[config.mk]
export PLATFORM = sky130hd
export DESIGN_NAME = ex_div_sequencer_flat
export DESIGN_NICKNAME = d
export VERILOG_FILES = /design/src/rtl/ex_div_sequencer_if.sv /design/src/rtl/ex_div_sequencer.sv /design/src/flat_wrapper.sv
export SDC_FILE = /design/constraint.sdc
export NUM_CORES = 1
export LEC_CHECK = 0
export BUFFER_PORTS_ARGS = -buffer_cell sky130_fd_sc_hd__buf_2
export CELL_PAD_IN_SITES_DETAIL_PLACEMENT = 1
export CELL_PAD_IN_SITES_GLOBAL_PLACEMENT = 1
export CORE_MARGIN = 5
export CORE_UTILIZATION = 46
export DETAILED_ROUTE_END_ITERATION = 8
export GPL_TIMING_DRIVEN = 0
export PLACE_DENSITY = 0.86
export SLEW_MARGIN = 20
export SYNTH_ARGS = -nofsm -noshare
export SYNTH_HDL_FRONTEND = slang
export SYNTH_SLANG_ARGS = --single-unit
export TNS_END_PERCENT = 100
[constraint.sdc]
create_clock -name clk -period 5.1 [get_ports clk]
set_input_delay 1.02 -clock clk [delete_from_list [all_inputs] [get_ports clk]]
set_output_delay 1.02 -clock clk [all_outputs]
set_load 0.01 [all_outputs]
[src/rtl/ex_div_sequencer_if.sv]
// ex_div_sequencer_if: execute-stage handshake between the pipeline and the
// RV32M divide sequencer.
//   master (pipeline): drives start, op, rs1, rs2, flush; observes stall,
//                      valid, result_sel, result.
//   slave  (divider) : the reverse.
// XLEN must match the XLEN of the ex_div_sequencer instance it connects to.
interface ex_div_sequencer_if #(
  parameter int unsigned XLEN = 32
);
  logic            start;       // divide instruction present in EX
  logic [1:0]      op;          // 00 DIV, 01 DIVU, 10 REM, 11 REMU
  logic [XLEN-1:0] rs1;         // dividend
  logic [XLEN-1:0] rs2;         // divisor
  logic            flush;       // synchronous abort
  logic            stall;       // freeze IF/ID/EX registers
  logic            valid;       // result valid this cycle
  logic            result_sel;  // EX result mux: 0 = ALU, 1 = divider
  logic [XLEN-1:0] result;      // quotient or remainder

  modport master (
    output start, op, rs1, rs2, flush,
    input  stall, valid, result_sel, result
  );

  modport slave (
    input  start, op, rs1, rs2, flush,
    output stall, valid, result_sel, result
  );
endinterface

[src/rtl/ex_div_sequencer.sv]
// ex_div_sequencer: multi-cycle controller and radix-2 restoring datapath for
// RV32M DIV/DIVU/REM/REMU in the execute stage. One operation at a time; the
// pipeline is stalled while the XLEN iterations run, then the result is
// presented for exactly one cycle with result_sel steering the EX result mux.
//
// Ports:
//   clk      rising-edge clock
//   reset_n  asynchronous active-low reset (drops the operation in flight)
//   bus      ex_div_sequencer_if.slave: start/op/rs1/rs2/flush in,
//            stall/valid/result_sel/result out
//
// Build option:
//   EX_DIV_FAST_PATH_EN  when defined, a divisor of magnitude 1 and a dividend
//                        magnitude smaller than the divisor magnitude finish in
//                        one edge. Results are identical either way.
module ex_div_sequencer #(
  parameter int unsigned XLEN = 32
) (
  input logic               clk,
  input logic               reset_n,
  ex_div_sequencer_if.slave bus
);

  localparam int unsigned     CntW    = $clog2(XLEN);
  localparam logic [CntW-1:0] CntLast = CntW'(XLEN - 1);
  localparam logic [XLEN-1:0] MinInt  = {1'b1, {(XLEN-1){1'b0}}};

  typedef enum logic [1:0] {StIdle, StCalc, StFix, StDone} state_e;

  state_e          state_q;
  logic [CntW-1:0] cnt_q;
  logic [XLEN:0]   rem_q;      // one extra bit so the subtract borrow is visible
  logic [XLEN-1:0] quo_q;
  logic [XLEN-1:0] div_q;
  logic [XLEN-1:0] result_q;
  logic            rem_sel_q;  // 1: REM/REMU, 0: DIV/DIVU
  logic            neg_quo_q;
  logic            neg_rem_q;
  logic            valid_q;

  // Operand decode for the accepting cycle
  logic            signed_op, a_neg, b_neg;
  logic [XLEN-1:0] a_abs, b_abs;
  logic            div_zero, overflow, fast_unit, fast_small, special;
  logic [XLEN-1:0] sp_quo, sp_rem, sp_val;
  // Iteration step
  logic [XLEN+1:0] rem_shift, diff;
  logic            borrow;
  // Sign correction
  logic [XLEN-1:0] fix_raw, fix_val;
  logic            fix_neg;

  always_comb begin
    signed_op = ~bus.op[0];
    a_neg     = signed_op & bus.rs1[XLEN-1];
    b_neg     = signed_op & bus.rs2[XLEN-1];
    // -MinInt wraps to MinInt, which read unsigned is 2^(XLEN-1)
    a_abs     = a_neg ? -bus.rs1 : bus.rs1;
    b_abs     = b_neg ? -bus.rs2 : bus.rs2;
    div_zero  = (bus.rs2 == '0);
    overflow  = signed_op && (bus.rs1 == MinInt) && (bus.rs2 == '1);
`ifdef EX_DIV_FAST_PATH_EN
    fast_unit  = (b_abs == XLEN'(1));
    fast_small = (a_abs < b_abs);
`else
    fast_unit  = 1'b0;
    fast_small = 1'b0;
`endif
    special = div_zero | overflow | fast_unit | fast_small;

    // Priority matters: divide-by-zero and overflow override the fast cases
    if (div_zero) begin
      sp_quo = '1;
      sp_rem = bus.rs1;
    end else if (overflow) begin
      sp_quo = MinInt;
      sp_rem = '0;
    end else if (fast_unit) begin
      sp_quo = b_neg ? -bus.rs1 : bus.rs1;
      sp_rem = '0;
    end else begin
      sp_quo = '0;
      sp_rem = bus.rs1;
    end
    sp_val = bus.op[1] ? sp_rem : sp_quo;

    // rem_q never exceeds XLEN bits between steps, so its top bit is zero
    rem_shift = {rem_q, quo_q[XLEN-1]};
    diff      = rem_shift - {2'b00, div_q};
    borrow    = diff[XLEN+1];

    fix_raw = rem_sel_q ? rem_q[XLEN-1:0] : quo_q;
    fix_neg = rem_sel_q ? neg_rem_q : neg_quo_q;
    fix_val = fix_neg ? -fix_raw : fix_raw;
  end

  // Stall drops with flush (and under reset) so the pipeline can move on
  assign bus.stall = reset_n & ~bus.flush &
                     (((state_q == StIdle) & bus.start) |
                      (state_q == StCalc) | (state_q == StFix));

  // valid and result_sel are both high only in DONE
  assign bus.valid      = valid_q;
  assign bus.result_sel = valid_q;
  assign bus.result     = result_q;

  always_ff @(posedge clk or negedge reset_n) begin
    if (!reset_n) begin
      state_q   <= StIdle;
      cnt_q     <= '0;
      rem_q     <= '0;
      quo_q     <= '0;
      div_q     <= '0;
      result_q  <= '0;
      rem_sel_q <= 1'b0;
      neg_quo_q <= 1'b0;
      neg_rem_q <= 1'b0;
      valid_q   <= 1'b0;
    end else begin
      valid_q <= 1'b0;
      if (bus.flush) begin
        state_q <= StIdle;
      end else begin
        unique case (state_q)
          StIdle: begin
            if (bus.start) begin
              rem_sel_q <= bus.op[1];
              neg_quo_q <= a_neg ^ b_neg;
              neg_rem_q <= a_neg;
              if (special) begin
                result_q <= sp_val;
                valid_q  <= 1'b1;
                state_q  <= StDone;
              end else begin
                rem_q   <= '0;
                quo_q   <= a_abs;
                div_q   <= b_abs;
                cnt_q   <= '0;
                state_q <= StCalc;
              end
            end
          end
          StCalc: begin
            rem_q <= borrow ? rem_shift[XLEN:0] : diff[XLEN:0];
            quo_q <= {quo_q[XLEN-2:0], ~borrow};
            cnt_q <= cnt_q + CntW'(1);
            if (cnt_q == CntLast) begin
              state_q <= StFix;
            end
          end
          StFix: begin
            result_q <= fix_val;
            valid_q  <= 1'b1;
            state_q  <= StDone;
          end
          StDone: begin
            // start still reflects the same instruction here
            state_q <= StIdle;
          end
          default: state_q <= StIdle;
        endcase
      end
    end
  end

endmodule

[src/flat_wrapper.sv]
// flat-port wrapper written by rule: the top's interface ports become plain ports
module ex_div_sequencer_flat 
#(
  parameter int unsigned XLEN = 32
)
  (clk, reset_n, bus_start, bus_op, bus_rs1, bus_rs2, bus_flush, bus_stall, bus_valid, bus_result_sel, bus_result);
  ex_div_sequencer_if #(.XLEN(XLEN)) bus_i ();
  input logic clk;
  input logic reset_n;
  input wire logic [$bits(bus_i.start)-1:0] bus_start;
  input wire logic [$bits(bus_i.op)-1:0] bus_op;
  input wire logic [$bits(bus_i.rs1)-1:0] bus_rs1;
  input wire logic [$bits(bus_i.rs2)-1:0] bus_rs2;
  input wire logic [$bits(bus_i.flush)-1:0] bus_flush;
  output wire logic [$bits(bus_i.stall)-1:0] bus_stall;
  output wire logic [$bits(bus_i.valid)-1:0] bus_valid;
  output wire logic [$bits(bus_i.result_sel)-1:0] bus_result_sel;
  output wire logic [$bits(bus_i.result)-1:0] bus_result;
  assign bus_i.start = bus_start;
  assign bus_i.op = bus_op;
  assign bus_i.rs1 = bus_rs1;
  assign bus_i.rs2 = bus_rs2;
  assign bus_i.flush = bus_flush;
  assign bus_stall = bus_i.stall;
  assign bus_valid = bus_i.valid;
  assign bus_result_sel = bus_i.result_sel;
  assign bus_result = bus_i.result;
  ex_div_sequencer #(.XLEN(XLEN)) u_core (.clk(clk), .reset_n(reset_n), .bus(bus_i));
endmodule
==> results.md, run 1 <==
- Synth top area cells: dfrtp_1 (32%), nand2_1 (5.2%), xor2_1 (4.9%), ha_1 (4.7%), xnor2_1 (4.2%)
- Fmax: 0.205 GHz
- Die area: 27100 sq um
- Gr ovfl total: 0
- Crit path max-delay family: buffers and inverters
- Initial antenna violation count: 0
- DR iter-0 viols: 1306
- Postcts setup bufs: 0
- Dpl cells: 1749
- Critical path arrival: 5.27 ns
- Min-Delay Path Class: reg -> reg
- Setup crit start kind: register
- Final Instance Area: 12500 sq um
- Worst R2R Path Depth: 13
- Core Box Area: 23500 sq um
- H-tree Lvls: 4
- RSZ-0062 raised after global routing: false
- Layout cells sized above 1: 13.0%
- Hold_ws: 0.473 ns
- Clock sinks: 140
- Fin crit share: 95.9%
- Most frequent cells in the layout: nand2_1 (153), dfrtp_1 (140), buf_2 (112)
- Worst skew pair latency: 0.44 ns
- Vias in the first global route: 11800
- Ys Warns: 0
- Vias/cell: 6.50
- Outcome: completed
- Post-synth EDFFs: 0
- Power, Total: 6.20 mW
- Worst path depth: 13
- #FFs+latches synth: 140
- Ports: 105
- FF+latch area: 3500 sq um
- Buf/Inv on CP: 4
- Leak: 5.59 nW
- Slew HR: 24.2%
- Cell taking the most area after synthesis: dfrtp_1
- Worst hold path depth: 2
- Area Growth Syn to Fin: 13.8%
- PwrDens: 496 nW/um^2
- WP data required: 5.48 ns
- Post-synth top flop: dfrtp_1
- Fill cells: 2912
- Final Hold Fails: 0
- Final setup vio count: 0
- Detailed-route wire length per cell: 23.5 um
- N_diodes: 0
- Syn Inst Count: 1326
- Global-route wire length before repair: 65.6 mm
- Initial Util: 46.8%
- Clock transition at path regs: 0.07 ns
- Finished Layout Cells: 1781
- Crit. End Element: register
- Bufs on Longest Clock Path: 2
- Post-synthesis sequential area ratio: 31.9%
- Largest net degree at the start of global routing: 86
- Setup CP Type: reg -> reg
- Row count: 56
- CTS tree: done
- Asr flop ratio synth: 100%
- Footprint of the multi-input gates: 6900 sq um
- Max Clock Skew: 0.00919 ns
- Final Max Tran Viols: 0
- Placed Area: 11900 sq um
- Die height: 165 um
- Final antenna-violating net count: 0
- Crit-path cells: buf_2 -> buf_1 -> clkbuf_2 -> clkbuf_1 -> mux2i_1 -> ha_1 -> o221ai_1 -> nor4_2 -> a31o_2 -> a21bo_2 -> xor2_1 -> a221oi_2 -> a21o_1
- Final WL: 41.8 mm
- Synth Net Count: 1438
- Max-cap violations: 0
- Root Driver: clkbuf_16
- CTS buffer count: 17
- Residual DRC count: 0
- Worst-Margin Slew: 1.13 ns
- GRT Total Usage: 30.8%
- Cell area after synthesis: 11000 sq um
- Crit-path max cell delay: 0.65 ns
- Synth top area share: 31.9%
- DIE WIDTH: 165 um
- NumNets Final: 1561
- Slowest cell on crit path: nor4_2
- DR vias: 11600
- Dpl hpwl: 31.8 mm
- Crit Path Max Fanout: 10
- Fin crit period: 4.89 ns
- Worst VDD drop: 239 uV
- IO Port Bufs: 103
- GP Congestion: 0.930
- Count of cell types in the netlist: 76
- Initial DRT Pass Iterations: 7
- Post-Syn Area per Cell: 8.29 sq um
- Commonest non-fill, non-tap cell in the layout: nand2_1
[power by group]
part	internal [mW]	switching, mW	leakage (nW)	total (mW)
combinational	1.12	2.11	3.52	3.23
sequential	1.48	0.274	1.82	1.75
clock	0.670	0.548	0.250	1.22
total	3.27	2.93	5.59	6.20
[worst paths after layout]
kind                                 startpoint               endpoint  slack [ns]
hold / removal             u_core.bus.result[8]   u_core.bus.result[8]        0.47
setup reg to reg               u_core.rem_sel_q  u_core.bus.result[22]        0.21
max in group asynchronous               reset_n       u_core.div_q[26]        3.79
min in group asynchronous               reset_n  u_core.bus.result[10]        0.50
setup / recovery               u_core.rem_sel_q  u_core.bus.result[22]        0.21
hold reg to reg            u_core.bus.result[8]   u_core.bus.result[8]        0.47
[synth_stat cells, types with 13 or more instances]
| master | count |
|---|---|
| nand2_1 | 153 |
| dfrtp_1 | 140 |
| nor2_1 | 96 |
| a21oi_1 | 92 |
| o21ai_0 | 90 |
| inv_1 | 68 |
| xor2_1 | 61 |
| clkbuf_1 | 59 |
| xnor2_1 | 53 |
| ha_1 | 41 |
| a21o_1 | 36 |
| o211ai_1 | 33 |
| nor3_1 | 30 |
| mux2i_1 | 29 |
| nand3_1 | 22 |
| a221oi_2 | 18 |
| nand4_1 | 18 |
| o31ai_1 | 18 |
| o311ai_0 | 17 |
| a222oi_1 | 16 |
| nand2b_1 | 16 |
| nor4_1 | 14 |
| o41ai_1 | 14 |
| a31oi_1 | 13 |
[area by class of cell]
type / count / area share, %
Timing Repair Buffer: 104 / 4.42
Clock buffer: 18 / 3.43
Sequential cell: 140 / 28.0
Inverter: 69 / 2.07
Tap cell: 319 / 3.19
Multi-Input combinational cell: 1034 / 55.1
Clock inverter: 14 / 0.990
Buffer: 83 / 2.81
[metrics by stage]
stage	setup TNS (ns)	worst slack (ns)	util (%)
after detailed placement	-0.639	-0.217	50.9
after CTS	0	0.0913	53.3
after global routing	0	0.0710	53.3
after floorplan	0	1.24	-
after global placement	0	0.105	50.7
final	0	0.211	53.3
[per-layer routing]
layer	global-route usage (%)	routed length, um	vias to the layer above
met2	49.6	20100	487
met4	12.6	1570	0
met3	4.57	2670	110
met1	41.6	17500	5844
li1	-	-	5138
met5	0	0	-
[cells by family after synthesis]
| group | after synthesis | share of synthesized area (%) |
|---|---|---|
| xor gates and xnor gates | 114 | 9.08 |
| buffers and inverters | 152 | 5.54 |
| muxes | 33 | 3.05 |
| adders and majority gates | 42 | 4.85 |
| and+or+nand+nor | 418 | 18.2 |
| AOI/OAI and AO/OA | 427 | 27.4 |
| DFF | 140 | 31.9 |
[registers in the layout (all words and copies together), names as in the netlist]
name,flops
u_core.div_q,32
u_core.neg_rem_q,1
u_core.rem_sel_q,1
u_core.state_q,2
u_core.cnt_q,5
u_core.bus.result,32
u_core.rem_q,33
u_core.neg_quo_q,1
u_core.bus.result_sel,1
u_core.quo_q,32
[repair_timing]
item | 4_1_cts | 5_1_grt
gates resized for setup | 1 | 1
endpoints found under the setup margin | 5 | 5
hold buffers | 0 | 0
[worst reg2reg max path, stage by stage, from the launching register on]
cell	delay, ns
dfrtp_1	0.37
buf_2	0.29
buf_1	0.51
clkbuf_2	0.46
clkbuf_1	0.55
mux2i_1	0.32
ha_1	0.25
o221ai_1	0.22
nor4_2	0.65
a31o_2	0.37
a21bo_2	0.25
xor2_1	0.18
a221oi_2	0.29
a21o_1	0.12
Power figures use the tool's default switching activity.
==> run 2, diff against run 1 <==
--- a/config.mk
+++ b/config.mk
@@ -8,6 +8,7 @@
 export BUFFER_PORTS_ARGS = -buffer_cell sky130_fd_sc_hd__buf_2
 export CELL_PAD_IN_SITES_DETAIL_PLACEMENT = 1
 export CELL_PAD_IN_SITES_GLOBAL_PLACEMENT = 1
+export CORE_ASPECT_RATIO = 1.25
 export CORE_MARGIN = 5
 export CORE_UTILIZATION = 46
 export DETAILED_ROUTE_END_ITERATION = 8
==> run 2 against run 1 <==
Effect of this change: via count shrank 3.1%; clock power grew 11%; count of clock-buffer cells in the layout is the same; first-iteration DRC count shrank 26%; sequential share of layout area shrank 0.089 points; die area is essentially flat; flip-flop and latch count is the same; sequential power is essentially flat; core utilization shrank 0.23 points; global-route usage shrank 0.62 points; non-clock buffer count is the same; clock skew grew 0.00075 ns; critical endpoint unchanged; largest cell class unchanged.
==> results.md, run 2 (synthesis gave the netlist of run 1 again) <==
- CTS buffer count: 17
- Commonest non-fill, non-tap cell in the layout: nand2_1
- Worst VDD drop: 247 uV
- Final antenna-violating net count: 0
- DIE WIDTH: 148 um
- Crit Path Max Fanout: 10
- N_diodes: 0
- Crit-path cells: buf_2 -> buf_1 -> clkbuf_2 -> clkbuf_1 -> mux2i_1 -> ha_1 -> o221ai_1 -> nor4_2 -> a31o_2 -> a21bo_2 -> xor2_1 -> a221oi_2 -> a21o_1
- Area Growth Syn to Fin: 14.2%
- Most frequent cells in the layout: nand2_1 (153), dfrtp_1 (140), buf_2 (112)
- H-tree Lvls: 4
- Global-route wire length before repair: 65.1 mm
- Final Instance Area: 12600 sq um
- Residual DRC count: 0
- Root Driver: clkbuf_16
- Fin crit share: 94.6%
- Vias/cell: 6.40
- Layout cells sized above 1: 13.0%
- Worst R2R Path Depth: 13
- Row count: 63
- Dpl hpwl: 31.5 mm
- Footprint of the multi-input gates: 6890 sq um
- Fmax: 0.207 GHz
- Final core occ: 53.1%
- IO Port Bufs: 103
- Initial Util: 46.5%
- PwrDens: 500 nW/um^2
- Setup CP Type: reg -> reg
- Clock transition at path regs: 0.06 ns
- Crit path max-delay family: buffers and inverters
- Setup crit start kind: register
- Final WL: 40.9 mm
- Biggest register: u_core.rem_q
- GRT Total Usage: 30.2%
- Critical path arrival: 5.20 ns
- Die area: 27100 sq um
- Worst skew pair latency: 0.44 ns
- Fill cells: 2924
- Setup TNS: 0 ns
- Core Box Area: 23600 sq um
- Final setup vio count: 0
- Vias in the first global route: 12000
- Crit-path max cell delay: 0.58 ns
- Final Hold Fails: 0
- Worst-Margin Slew: 1.04 ns
- WP data required: 5.48 ns
- DR vias: 11200
- Hold_ws: 0.469 ns
- Final Max Tran Viols: 0
- Largest net degree at the start of global routing: 84
- RSZ-0062 raised after global routing: false
- Initial antenna violation count: 0
- Clock sinks: 140
- Max-cap violations: 0
- Crit. End Element: register
- NumNets Final: 1561
- Ports: 105
- Die height: 183 um
- Buf/Inv on CP: 4
- Gr ovfl total: 0
- Post-CTS Hold Buffers: 0
- Leak: 5.64 nW
- Max reg flops: 33
- Bufs on Longest Clock Path: 2
- Fin crit period: 4.82 ns
- Min-Delay Path Class: reg -> reg
- Register-to-Register Setup Slack: 0.28 ns
- Slowest cell on crit path: nor4_2
- Initial DRT Pass Iterations: 7
- FF+latch area: 3500 sq um
- DR iter-0 viols: 963
- Slew HR: 30.4%
- Placed Area: 11900 sq um
- CTS tree: done
- Worst hold path depth: 1
- Max Clock Skew: 0.00994 ns
- Worst path depth: 13
- Outcome: completed
- Detailed-route wire length per cell: 23.3 um
- GP Congestion: 0.927
==> run 2: timing repair <==
action | CTS | global route
gates resized for setup | 1 | 1
pin swaps | 0 | 0
endpoints found under the setup margin | 5 | 3
buffers inserted | 0 | 0
==> run 2: metal layers <==
layer	wire length, um	GRT usage [%]
met1	15900	34.0
met2	20300	53.6
met3	2170	4.70
met4	2470	18.1
met5	0	0
==> run 2: cell type report <==
cell class              instances  share of cell area (%)
multi-input cells            1034                    54.9
flip-flops and latches        140                    27.9
well taps                     292                    2.91
repair buffers                104                    4.40
clock buffers                  18                    3.50
plain buffers                  83                    2.80
inverters                      69                    2.06
clock inverters                14                    1.54
==> run 2: final timing paths <==
path	startpoint	to
hold / removal	u_core.bus.result[17]	u_core.bus.result[17]
min in group asynchronous	reset_n	u_core.bus.result[29]
setup / recovery	u_core.rem_sel_q	u_core.bus.result[22]
max in group asynchronous	reset_n	u_core.rem_q[5]
hold reg to reg	u_core.bus.result[17]	u_core.bus.result[17]
setup reg to reg	u_core.rem_sel_q	u_core.bus.result[22]
==> run 2: power by group <==
part	internal, mW	switching [mW]
Sequential	1.48	0.267
Clock	0.832	0.527
Combinational	1.12	2.05
==> run 2: worst reg2reg max path, stage by stage (launching register included) <==
cell	delay, ns
dfrtp_1	0.42
buf_2	0.31
buf_1	0.50
clkbuf_2	0.47
clkbuf_1	0.54
mux2i_1	0.32
ha_1	0.23
o221ai_1	0.21
nor4_2	0.58
a31o_2	0.35
a21bo_2	0.25
xor2_1	0.18
a221oi_2	0.29
a21o_1	0.11
==> run 2: per-stage QoR <==
stage               total power, mW  cells  setup slack [ns]
global route                   6.65   1754             0.175
finish                         6.28   1754             0.276
CTS                            6.24   1754             0.123
floorplan                      3.83   1326              1.24
detailed placement             4.80   1722           -0.0851
global placement               4.67   1721           -0.0155
